--- src/rtl/mips_pkg.sv ---
// Shared encodings for the execute-stage multiply/divide unit.
package mips_pkg;

  typedef enum logic [2:0] {
    MD_MULT  = 3'd0,
    MD_MULTU = 3'd1,
    MD_DIV   = 3'd2,
    MD_DIVU  = 3'd3,
    MD_MTHI  = 3'd4,
    MD_MTLO  = 3'd5
  } md_op_e;

  typedef enum logic [1:0] {
    MD_IDLE = 2'd0,
    MD_RUN  = 2'd1,
    MD_FIX  = 2'd2
  } md_state_e;

  localparam int MD_ITER = 32;

endpackage

--- src/rtl/mult_div_unit_step.sv ---
// One iteration of the unsigned magnitude datapath.
// Multiply: acc = {partial product high (with carry), multiplier bits not yet consumed}.
// Divide:   acc = {partial remainder, dividend bits / quotient bits}.
module md_iter_step #(
  parameter int DATA_W = 32
) (
  input  logic [2*DATA_W-1:0] acc_i,
  input  logic [DATA_W-1:0]   opnd_i,
  input  logic                is_div_i,
  output logic [2*DATA_W-1:0] acc_o
);

  logic [DATA_W:0]   sum;
  logic [2*DATA_W:0] sh;
  logic              ge;
  logic [DATA_W-1:0] diff;

  // Shift-add: the carry out of the add lands in the top bit before the right shift.
  assign sum  = {1'b0, acc_i[2*DATA_W-1:DATA_W]} + (acc_i[0] ? {1'b0, opnd_i} : '0);

  // Restoring divide: 33-bit partial remainder after the left shift.
  assign sh   = {acc_i, 1'b0};
  assign ge   = sh[2*DATA_W:DATA_W] >= {1'b0, opnd_i};
  // When ge holds the true difference is below 2^DATA_W, so a DATA_W-bit subtract suffices.
  assign diff = sh[2*DATA_W-1:DATA_W] - opnd_i;

  // Select the multiply or divide form of the next accumulator.
  always_comb begin
    acc_o = {sum, acc_i[DATA_W-1:1]};
    if (is_div_i) begin
      if (ge) acc_o = {diff, sh[DATA_W-1:1], 1'b1};
      else    acc_o = sh[2*DATA_W-1:0];
    end
  end

endmodule

--- src/rtl/mult_div_unit.sv ---
// MIPS HI/LO multiply/divide unit: 32-step iterative MULT/MULTU/DIV/DIVU on
// operand magnitudes with a final sign-fix cycle, plus single-cycle MTHI/MTLO.
module mult_div_unit
  import mips_pkg::*;
#(
  parameter int DATA_W = 32,
  parameter int CNT_W  = 6
) (
  input  logic              clk,
  input  logic              rst_n,
  input  logic              start,
  input  logic [2:0]        op,
  input  logic [DATA_W-1:0] rs_data,
  input  logic [DATA_W-1:0] rt_data,
  output logic              busy,
  output logic              done,
  output logic [DATA_W-1:0] hi,
  output logic [DATA_W-1:0] lo
);

  localparam int ACC_W = 2 * DATA_W;

  md_state_e            state_q, state_d;
  logic [CNT_W-1:0]     cnt_q, cnt_d;
  logic [ACC_W-1:0]     acc_q, acc_d, acc_step;
  logic [DATA_W-1:0]    opnd_q, opnd_d;
  logic                 is_div_q, is_div_d;
  logic                 neg_q_q, neg_q_d;   // quotient / product sign
  logic                 neg_r_q, neg_r_d;   // remainder sign
  logic [DATA_W-1:0]    hi_q, hi_d, lo_q, lo_d;
  logic                 busy_q, busy_d, done_q, done_d;

  logic                 is_iter, signed_op, a_neg, b_neg;
  logic [DATA_W-1:0]    a_mag, b_mag, quo, rem;
  logic [ACC_W-1:0]     prod;

  // Ops 0..3 are iterative; bit0 clear means signed, bit1 set means divide.
  assign is_iter   = (op[2] == 1'b0);
  assign signed_op = ~op[0];
  assign a_neg     = signed_op & rs_data[DATA_W-1];
  assign b_neg     = signed_op & rt_data[DATA_W-1];
  // -2^31 negates to itself, which reads correctly as 2^31 unsigned.
  assign a_mag     = a_neg ? -rs_data : rs_data;
  assign b_mag     = b_neg ? -rt_data : rt_data;

  // Sign-corrected results, consumed in the fix cycle.
  assign quo  = neg_q_q ? -acc_q[DATA_W-1:0]     : acc_q[DATA_W-1:0];
  assign rem  = neg_r_q ? -acc_q[ACC_W-1:DATA_W] : acc_q[ACC_W-1:DATA_W];
  assign prod = neg_q_q ? -acc_q                 : acc_q;

  md_iter_step #(.DATA_W(DATA_W)) u_step (
    .acc_i    (acc_q),
    .opnd_i   (opnd_q),
    .is_div_i (is_div_q),
    .acc_o    (acc_step)
  );

  // Next-state and datapath control.
  always_comb begin
    state_d  = state_q;
    cnt_d    = cnt_q;
    acc_d    = acc_q;
    opnd_d   = opnd_q;
    is_div_d = is_div_q;
    neg_q_d  = neg_q_q;
    neg_r_d  = neg_r_q;
    hi_d     = hi_q;
    lo_d     = lo_q;
    busy_d   = busy_q;
    done_d   = 1'b0;
    case (state_q)
      MD_IDLE: begin
        if (start) begin
          if (is_iter) begin
            is_div_d = op[1];
            cnt_d    = '0;
            busy_d   = 1'b1;
            state_d  = MD_RUN;
            if (op[1]) begin
              acc_d   = {{DATA_W{1'b0}}, a_mag};
              opnd_d  = b_mag;
              // A zero divisor leaves an all-ones quotient that must not be negated.
              neg_q_d = (a_neg ^ b_neg) & (rt_data != '0);
              neg_r_d = a_neg;
            end else begin
              acc_d   = {{DATA_W{1'b0}}, b_mag};
              opnd_d  = a_mag;
              neg_q_d = a_neg ^ b_neg;
              neg_r_d = 1'b0;
            end
          end else if (op == MD_MTHI) begin
            hi_d = rs_data;
          end else if (op == MD_MTLO) begin
            lo_d = rs_data;
          end
        end
      end
      MD_RUN: begin
        acc_d = acc_step;
        cnt_d = cnt_q + 1'b1;
        if (cnt_q == CNT_W'(MD_ITER - 1)) state_d = MD_FIX;
      end
      MD_FIX: begin
        if (is_div_q) begin
          lo_d = quo;
          hi_d = rem;
        end else begin
          hi_d = prod[ACC_W-1:DATA_W];
          lo_d = prod[DATA_W-1:0];
        end
        busy_d  = 1'b0;
        done_d  = 1'b1;
        state_d = MD_IDLE;
      end
      default: state_d = MD_IDLE;
    endcase
  end

  // State registers; reset aborts any operation in flight.
  always_ff @(posedge clk or negedge rst_n) begin
    if (!rst_n) begin
      state_q  <= MD_IDLE;
      cnt_q    <= '0;
      acc_q    <= '0;
      opnd_q   <= '0;
      is_div_q <= 1'b0;
      neg_q_q  <= 1'b0;
      neg_r_q  <= 1'b0;
      hi_q     <= '0;
      lo_q     <= '0;
      busy_q   <= 1'b0;
      done_q   <= 1'b0;
    end else begin
      state_q  <= state_d;
      cnt_q    <= cnt_d;
      acc_q    <= acc_d;
      opnd_q   <= opnd_d;
      is_div_q <= is_div_d;
      neg_q_q  <= neg_q_d;
      neg_r_q  <= neg_r_d;
      hi_q     <= hi_d;
      lo_q     <= lo_d;
      busy_q   <= busy_d;
      done_q   <= done_d;
    end
  end

  assign busy = busy_q;
  assign done = done_q;
  assign hi   = hi_q;
  assign lo   = lo_q;

endmodule

--- config.mk ---
export PLATFORM = sky130hd
export DESIGN_NAME = mult_div_unit
export DESIGN_NICKNAME = d
export VERILOG_FILES = /design/src/rtl/mips_pkg.sv /design/src/rtl/mult_div_unit_step.sv /design/src/rtl/mult_div_unit.sv
export SDC_FILE = /design/constraint.sdc
export NUM_CORES = 1
export LEC_CHECK = 0
export ABC_AREA = 1
export BUFFER_PORTS_ARGS = -buffer_cell sky130_fd_sc_hd__buf_2
export CAP_MARGIN = 25
export CELL_PAD_IN_SITES_DETAIL_PLACEMENT = 0
export CELL_PAD_IN_SITES_GLOBAL_PLACEMENT = 2
export CORE_MARGIN = 2
export CORE_UTILIZATION = 30
export DETAILED_ROUTE_END_ITERATION = 12
export GPL_ROUTABILITY_DRIVEN = 0
export PLACE_DENSITY_LB_ADDON = 0.1
export SYNTH_ARGS = -nofsm -noshare
export SYNTH_HDL_FRONTEND = slang
export SYNTH_SLANG_ARGS = --single-unit
export TNS_END_PERCENT = 10
--- constraint.sdc ---
create_clock -name clk -period 2.3 [get_ports clk]
set_input_delay 0.46 -clock clk [delete_from_list [all_inputs] [get_ports clk]]
set_output_delay 0.46 -clock clk [all_outputs]
set_load 0.02 [all_outputs]
==> flow_summary.json, run 1 <==
{
  "status": "complete, but fails checks",
  "violations_in_the_final_reports": "setup timing",
  "finish_stage_setup_viols": 44,
  "detail_route.drc_violations": 0,
  "vias_per_cell": 5.16,
  "criticalPathCategory": "reg2reg",
  "hold_path.class": "in2reg",
  "initial_core_util": 0.304,
  "fin_crit_sh": 1.07,
  "power.leakage_uw": 0.0135,
  "critPathLaunchType": "register",
  "clkSinkCount": 173,
  "sum_of_internal_switching_and_leakage_power_uw": 46800,
  "setup.worst_path.end_class": "register",
  "yosys.area.top_type": "sky130_fd_sc_hd__dfrtp_1",
  "timing_max_transition_violations_final": 0,
  "wl_per_cell_um": 22.1,
  "fmax_mhz": 405,
  "chipHeight_um": 254,
  "cell_area_after_synthesis_um2": 18700,
  "yosysWarnings": 0,
  "grt_usage": 0.316,
  "post_layout_nonfiller_instances": 4667,
  "core-area_um2": 61700,
  "synth-seq-cells": 173,
  "layout.cells.most_common": "sky130_fd_sc_hd__nand2_1",
  "dieWidth_um": 254,
  "areaGrowthSynthToFinish_pct": 41.7,
  "cp_max_fo": 7,
  "netlist_top_cells_area": "sky130_fd_sc_hd__dfrtp_1 23%, sky130_fd_sc_hd__nand2_1 21%, sky130_fd_sc_hd__inv_1 9.1%",
  "tritoncts_clock_tree": "done",
  "post_place_cells": 4611,
  "max_cap_violations": 0,
  "syn_nets": 3399,
  "htreeDepth": 4,
  "number_of_different_library_cells_in_the_post_synthesis_netlist": 54,
  "boundaryPins": 136,
  "postSynthAreaPerCell_um2": 5.75,
  "cts_buffers": 17,
  "antenna_violations_before_repair": 2,
  "min_clock_period_post_route_ns": 2.47,
  "power.clock.fraction": 0.066,
  "worstPathArrival_ns": 2.88,
  "io_buffer_count": 135,
  "count_of_final_hold_check_violations": 0,
  "fillers": 6669,
  "power_report.internal_total_uw": 21000,
  "ctsRootBufferMaster": "sky130_fd_sc_hd__clkbuf_16",
  "detail_route.wirelength_um": 103000,
  "power.switching_uw": 25800,
  "drt_first_iter_violations": 2197,
  "post-synth-top-area-fraction": 0.231,
  "detailedPlace.worstSlack_ns": -0.910,
  "most-common-layout-cells": "953 x sky130_fd_sc_hd__nand2_1, 481 x sky130_fd_sc_hd__buf_4, 417 x sky130_fd_sc_hd__inv_1",
  "dieArea_um2": 64500,
  "layout_setup_ws_ns": -0.169,
  "power.combinational.fraction": 0.806,
  "fin_area_um2": 26500,
  "firstDrtPassIters": 6,
  "netlist_instances": 3258,
  "swShare": 0.550,
  "cts.clk_slew.worst_paths_ns": 0.08,
  "pwr-share-seq": 0.128,
  "worst_skew_pair.late_latency_ns": 0.50,
  "post_route_cells_drive_above_1_share": 0.286,
  "fin_nets": 3957,
  "rsz0062_at_grt": "true",
  "grt_pass1_vias": 23000,
  "detail-route-antenna-nets": 0,
  "multiInputGateArea_um2": 13900,
  "row_count": 91,
  "grt_max_degree": 69,
  "grt_overflow_total": 0,
  "required_time_of_the_worst_setup_path_ns": 2.72,
  "register_area_um2": 4340,
  "worst_slew_pin_slew_ns": 0.852,
  "num_vias": 24100,
  "place_hpwl_um": 84400,
  "global_route_wire_length_before_repair_um": 150000,
  "clock-skew-final_ns": 0.0171,
  "powerDensity_nw_per_um2": 1760,
  "clk_path_buf_depth": 2,
  "slew_headroom": 0.426,
  "vdd.ir_drop.worst_mv": 0.818,
  "ys_seq_area_frac": 0.231,
  "placedInstanceArea_um2": 23800
}
sequential cells by signal (all words and copies together), names as in the netlist:
name      count
acc_q        64
busy          1
cnt_q         6
done          1
hi           32
is_div_q      1
lo           32
neg_q_q       1
neg_r_q       1
opnd_q       32
state_q       2
Yosys cell counts, drive strengths merged:
library cell	n
nand4	54
a22oi	4
or2	11
nand3b	18
xor2	52
a22o	1
clkbuf	57
dfrtp	173
a211oi	2
o21ai	167
o221ai	14
o21a	5
nor2	429
buf	56
inv	461
and2	6
a2bb2oi	13
ha	69
nor3b	2
fa	2
clkinv	3
o211ai	33
o21bai	14
o41ai	1
a21boi	3
xnor2	8
nor3	15
o22ai	4
a21oi	172
o31ai	5
nor4	4
nand2	1056
a31oi	23
mux2	1
nand3	320
kinds of logic (layout without fill, tap and decap cells):
family,after synthesis,count (layout),synth area share
and+or+nand+nor,1915,1915,0.428
buffers and inverters,577,1148,0.122
AOI/OAI and AO/OA,461,461,0.141
other,0,1,0
muxes,1,1,0.000601
DFF,173,173,0.231
adders and majority gates,71,71,0.0482
xor gates and xnor gates,60,60,0.0281
critical path: stages, from the launching register on:
cell and delay [ns]:
sky130_fd_sc_hd__dfrtp_2 0.48, sky130_fd_sc_hd__buf_12 0.17, sky130_fd_sc_hd__buf_16 0.14, sky130_fd_sc_hd__nand2_4 0.06, sky130_fd_sc_hd__inv_4 0.03, sky130_fd_sc_hd__ha_4 0.32, sky130_fd_sc_hd__nand2_4 0.08, sky130_fd_sc_hd__o21ai_4 0.17
sky130_fd_sc_hd__buf_6 0.14, sky130_fd_sc_hd__nand2_2 0.05, sky130_fd_sc_hd__nand2_2 0.08, sky130_fd_sc_hd__buf_6 0.11, sky130_fd_sc_hd__xor2_4 0.16, sky130_fd_sc_hd__o21ai_2 0.09, sky130_fd_sc_hd__nand3b_1 0.20, sky130_fd_sc_hd__nand2_2 0.10
final cells by class:
cell class                      instances  share of cell area
Clock inverter                         13             0.00509
Inverter                              464              0.0658
Multi-Input combinational cell       2508               0.525
Tap cell                              837              0.0394
Clock buffer                           19              0.0171
Timing Repair Buffer                  652               0.184
Sequential cell                       173               0.163
Antenna cell                            1           0.0000943
routing by layer:
metal	routed length, um	track usage	vias up
li1	-	-	11500
met1	46600	0.433	11500
met2	46200	0.501	889
met3	6390	0.0471	136
met4	4060	0.116	2
met5	18	0	-
power groups by stage:
stage	registers (uW)	logic, uW	clock network, uW
floorplan	6430	16700	0
global placement	5870	32700	0
detailed placement	5910	32700	0
CTS	5900	35200	3160
global route	6170	40600	3260
finish	5990	37700	3080
stage by stage:
stage,setup TNS [ns],hold WS [ns],utilization
floorplan,0,0.164,-
global placement,-13.90,0.457,0.386
detailed placement,-15.20,0.459,0.386
CTS,-3.90,0.193,0.415
global route,-10.00,0.229,0.430
finish,-3.61,0.223,0.430
final timing paths:
check	start	endpoint	slack [ns]	cells after the start
worst max-delay path	acc_q[0]	acc_q[39]	-0.17	15
worst min-delay path	start	state_q[1]	0.22	3
worst max register to register	acc_q[0]	acc_q[39]	-0.17	15
worst min register to register	busy	busy	0.48	2
max in group asynchronous	rst_n	is_div_q	1.08	3
min in group asynchronous	rst_n	hi[26]	0.49	2
what timing repair did:
action / CTS / global route
buffers inserted: 12 / 8
cloned: 2 / 0
pin swaps: 50 / 76
resized for setup: 230 / 225
hold buffers: 1 / 0
endpoints found under the hold margin: 19 / 0
setup endpoints to repair: 62 / 76
Power figures use the tool's default switching activity.
==> inputs of run 2 (changes only) <==
ABC_AREA = not set   (was 1)
CORE_UTILIZATION = 33   (was 30)
==> flow_summary.json, run 2 <==
{
  "status": "complete, but fails checks",
  "violations_in_the_final_reports": "setup timing",
  "cts_buffers": 17,
  "main_combinational_cell_family_by_area_after_synthesis": "compound AO/OA/AOI/OAI gates",
  "layout_setup_ws_ns": -0.844,
  "worstPathArrival_ns": 3.50,
  "dieArea_um2": 47900,
  "most-common-layout-cells": "561 x sky130_fd_sc_hd__buf_4, 221 x sky130_fd_sc_hd__nand2_1, 192 x sky130_fd_sc_hd__nor2_1",
  "firstDrtPassIters": 5,
  "synthMuxAreaShare": 0.0443,
  "chipHeight_um": 219,
  "layout.cells.most_common": "sky130_fd_sc_hd__buf_4",
  "number_of_different_library_cells_in_the_post_synthesis_netlist": 69,
  "detail_route.wirelength_um": 71500,
  "powerDensity_nw_per_um2": 1800,
  "synthFlopType": "sky130_fd_sc_hd__dfrtp_1",
  "power.leakage_uw": 0.0102,
  "cp_max_fo": 5,
  "hold_path.class": "in2reg",
  "setup.worst_path.end_class": "register",
  "yosys.area_share.adder": 0.0593,
  "register_area_um2": 4340,
  "synth-seq-cells": 173,
  "ctsRootBufferMaster": "sky130_fd_sc_hd__clkbuf_16",
  "grt_overflow_total": 0,
  "grt_max_degree": 85,
  "cell_area_after_synthesis_um2": 15200,
  "vias_per_cell": 5.50,
  "slew_headroom": 0.428,
  "drt_first_iter_violations": 1703,
  "antenna_violations_before_repair": 0,
  "tritoncts_clock_tree": "done",
  "wl_per_cell_um": 22.3,
  "detail_route.drc_violations": 0,
  "yosys-top-cells-count": "228 x sky130_fd_sc_hd__nand2_1, 198 x sky130_fd_sc_hd__nor2_1, 183 x sky130_fd_sc_hd__a21oi_1",
  "finish_stage_setup_viols": 82,
  "synthSimpleGateAreaFrac": 0.197,
  "rr_worst_depth": 14,
  "vdd.ir_drop.worst_mv": 0.790,
  "critPathLaunch": "opnd_q[27]",
  "row_count": 78,
  "dieWidth_um": 219,
  "post-synth-top-area-fraction": 0.284,
  "antenna_cells": 0,
  "yosysMostFrequentCell": "sky130_fd_sc_hd__nand2_1",
  "netlist_instances": 1984,
  "clkSinkCount": 173,
  "fmax_mhz": 318,
  "largest-register": "acc_q",
  "worst_slew_pin_slew_ns": 0.858,
  "fin_setup_tns_ns": -44.23,
  "share_of_the_core_filled_with_cells_in_the_final_layout": 0.492,
  "netlist_top_cells_area": "sky130_fd_sc_hd__dfrtp_1 28%, sky130_fd_sc_hd__a21oi_1 6.0%, sky130_fd_sc_hd__o21ai_0 5.8%",
  "fillers": 4548,
  "sum_of_internal_switching_and_leakage_power_uw": 40400,
  "grt_usage": 0.298,
  "worst_skew_pair.late_latency_ns": 0.49,
  "fin_nets": 2728,
  "criticalPathCategory": "reg2reg",
  "postSynthAreaPerCell_um2": 7.67,
  "postSynth.asyncResetShare": 1.00,
  "placedInstanceArea_um2": 20800,
  "max_cap_violations": 0,
  "post_route_cells_drive_above_1_share": 0.365,
  "yosys.area.top_type": "sky130_fd_sc_hd__dfrtp_1",
  "largest_register_ffs": 64,
  "initial_core_util": 0.335,
  "multiInputGateArea_um2": 11100,
  "synth-compound-area-share": 0.262,
  "required_time_of_the_worst_setup_path_ns": 2.66,
  "syn_nets": 2125,
  "holdPathEnd": "neg_q_q",
  "timing_max_transition_violations_final": 0,
  "io_buffer_count": 135,
  "global_route_wire_length_before_repair_um": 105000,
  "min_clock_period_post_route_ns": 3.14,
  "hold_path.startpoint": "rt_data[31]",
  "grt_pass1_vias": 16500,
  "setup.reg_to_reg.worst_slack_ns": -0.84,
  "fin_crit_sh": 1.37,
  "clk_path_buf_depth": 2,
  "boundaryPins": 136,
  "synth-xor-area-share": 0.101,
  "htreeDepth": 4,
  "count_of_final_hold_check_violations": 0,
  "clock-skew-final_ns": 0.0146,
  "areaGrowthSynthToFinish_pct": 47.1,
  "num_vias": 17600,
  "rsz0062_at_grt": "true",
  "detail-route-antenna-nets": 0,
  "number_of_synthesized_flops_with_an_enable_pin": 0,
  "ys_seq_area_frac": 0.284,
  "critPathLaunchType": "register",
  "post_layout_nonfiller_instances": 3200,
  "yosysWarnings": 0,
  "reg2reg_from": "opnd_q[27]",
  "cts.clk_slew.worst_paths_ns": 0.08,
  "core-area_um2": 45500,
  "hold_path_depth": 3,
  "fin_area_um2": 22400,
  "r2r_end": "acc_q[60]",
  "place_hpwl_um": 57800,
  "post_place_cells": 3158
}
-- run 2: cell types whose count changed after synthesis, sizes merged, moves of 42 or more --
cell and delta:
clkbuf +64, buf -42, inv -397, xnor2 +86, nand2 -828, nor2 -231
mux2i +55, nand3 -286
-- run 2: power breakdown --
| group | switching, uW | internal (uW) | total, uW |
|---|---|---|---|
| clock network | 1490 | 1760 | 3250 |
| logic | 16800 | 14600 | 31500 |
| registers | 1130 | 4550 | 5680 |
| total | 19400 | 21000 | 40400 |
-- run 2: logic make-up (layout without fill, tap and decap cells) --
group	after synthesis	in the layout
muxes	66	66
xor gates and xnor gates	176	176
DFF	173	173
adders and majority gates	71	71
AOI/OAI and AO/OA	644	644
and+or+nand+nor	653	653
buffers and inverters	201	817
-- run 2: critical path: stages, from the launching register on --
cell and delay, ns:
sky130_fd_sc_hd__dfrtp_1 0.37, sky130_fd_sc_hd__inv_2 0.09, sky130_fd_sc_hd__ha_4 0.28, sky130_fd_sc_hd__buf_6 0.08
sky130_fd_sc_hd__nand4_1 0.19, sky130_fd_sc_hd__nor4b_4 0.34, sky130_fd_sc_hd__buf_4 0.20, sky130_fd_sc_hd__nand4_1 0.17
sky130_fd_sc_hd__o31ai_2 0.29, sky130_fd_sc_hd__a2111o_1 0.20, sky130_fd_sc_hd__nand2_4 0.12, sky130_fd_sc_hd__bufbuf_16 0.30
sky130_fd_sc_hd__a21oi_1 0.14, sky130_fd_sc_hd__o21a_1 0.18, sky130_fd_sc_hd__a211oi_1 0.06
-- run 2: per-stage QoR --
step | worst slack, ns | hold WS, ns
2_1_floorplan | -0.640 | 0.164
3_3_place_gp | -1.19 | 0.418
3_5_place_dp | -1.11 | 0.422
4_1_cts | -0.794 | 0.311
5_1_grt | -0.931 | 0.367
6_report | -0.844 | 0.346
-- run 2: final cells by class --
class | instances | area share
clock buffers | 18 | 0.0196
clock inverters | 14 | 0.00810
inverters | 66 | 0.0114
multi-input cells | 1610 | 0.497
flip-flops and latches | 173 | 0.194
well taps | 600 | 0.0335
repair buffers | 719 | 0.236
-- run 2: what timing repair did --
action,CTS,global route
resized for setup,118,79
cloned,2,0
pin swaps,33,23
hold buffers,1,0
endpoints found under the hold margin,31,0
setup buffers,4,3
setup endpoints to repair,111,115
-- run 2: worst max-delay path by stage --
stage	to	slack, ns	depth (start not counted)
6_report	acc_q[60]	-0.84	14
5_1_grt	acc_q[63]	-0.93	15
4_1_cts	acc_q[60]	-0.79	14
3_5_place_dp	acc_q[38]	-1.11	14
3_3_place_gp	acc_q[38]	-1.19	14
2_1_floorplan	hi[27]	-0.64	10
-- run 2: per-layer routing --
| metal | global-route usage | wire [um] | share of wire |
|---|---|---|---|
| met5 | 0 | 0 | 0 |
| met3 | 0.0505 | 5280 | 0.074 |
| met1 | 0.455 | 35300 | 0.49 |
| met2 | 0.431 | 29700 | 0.41 |
| met4 | 0.0691 | 1240 | 0.017 |
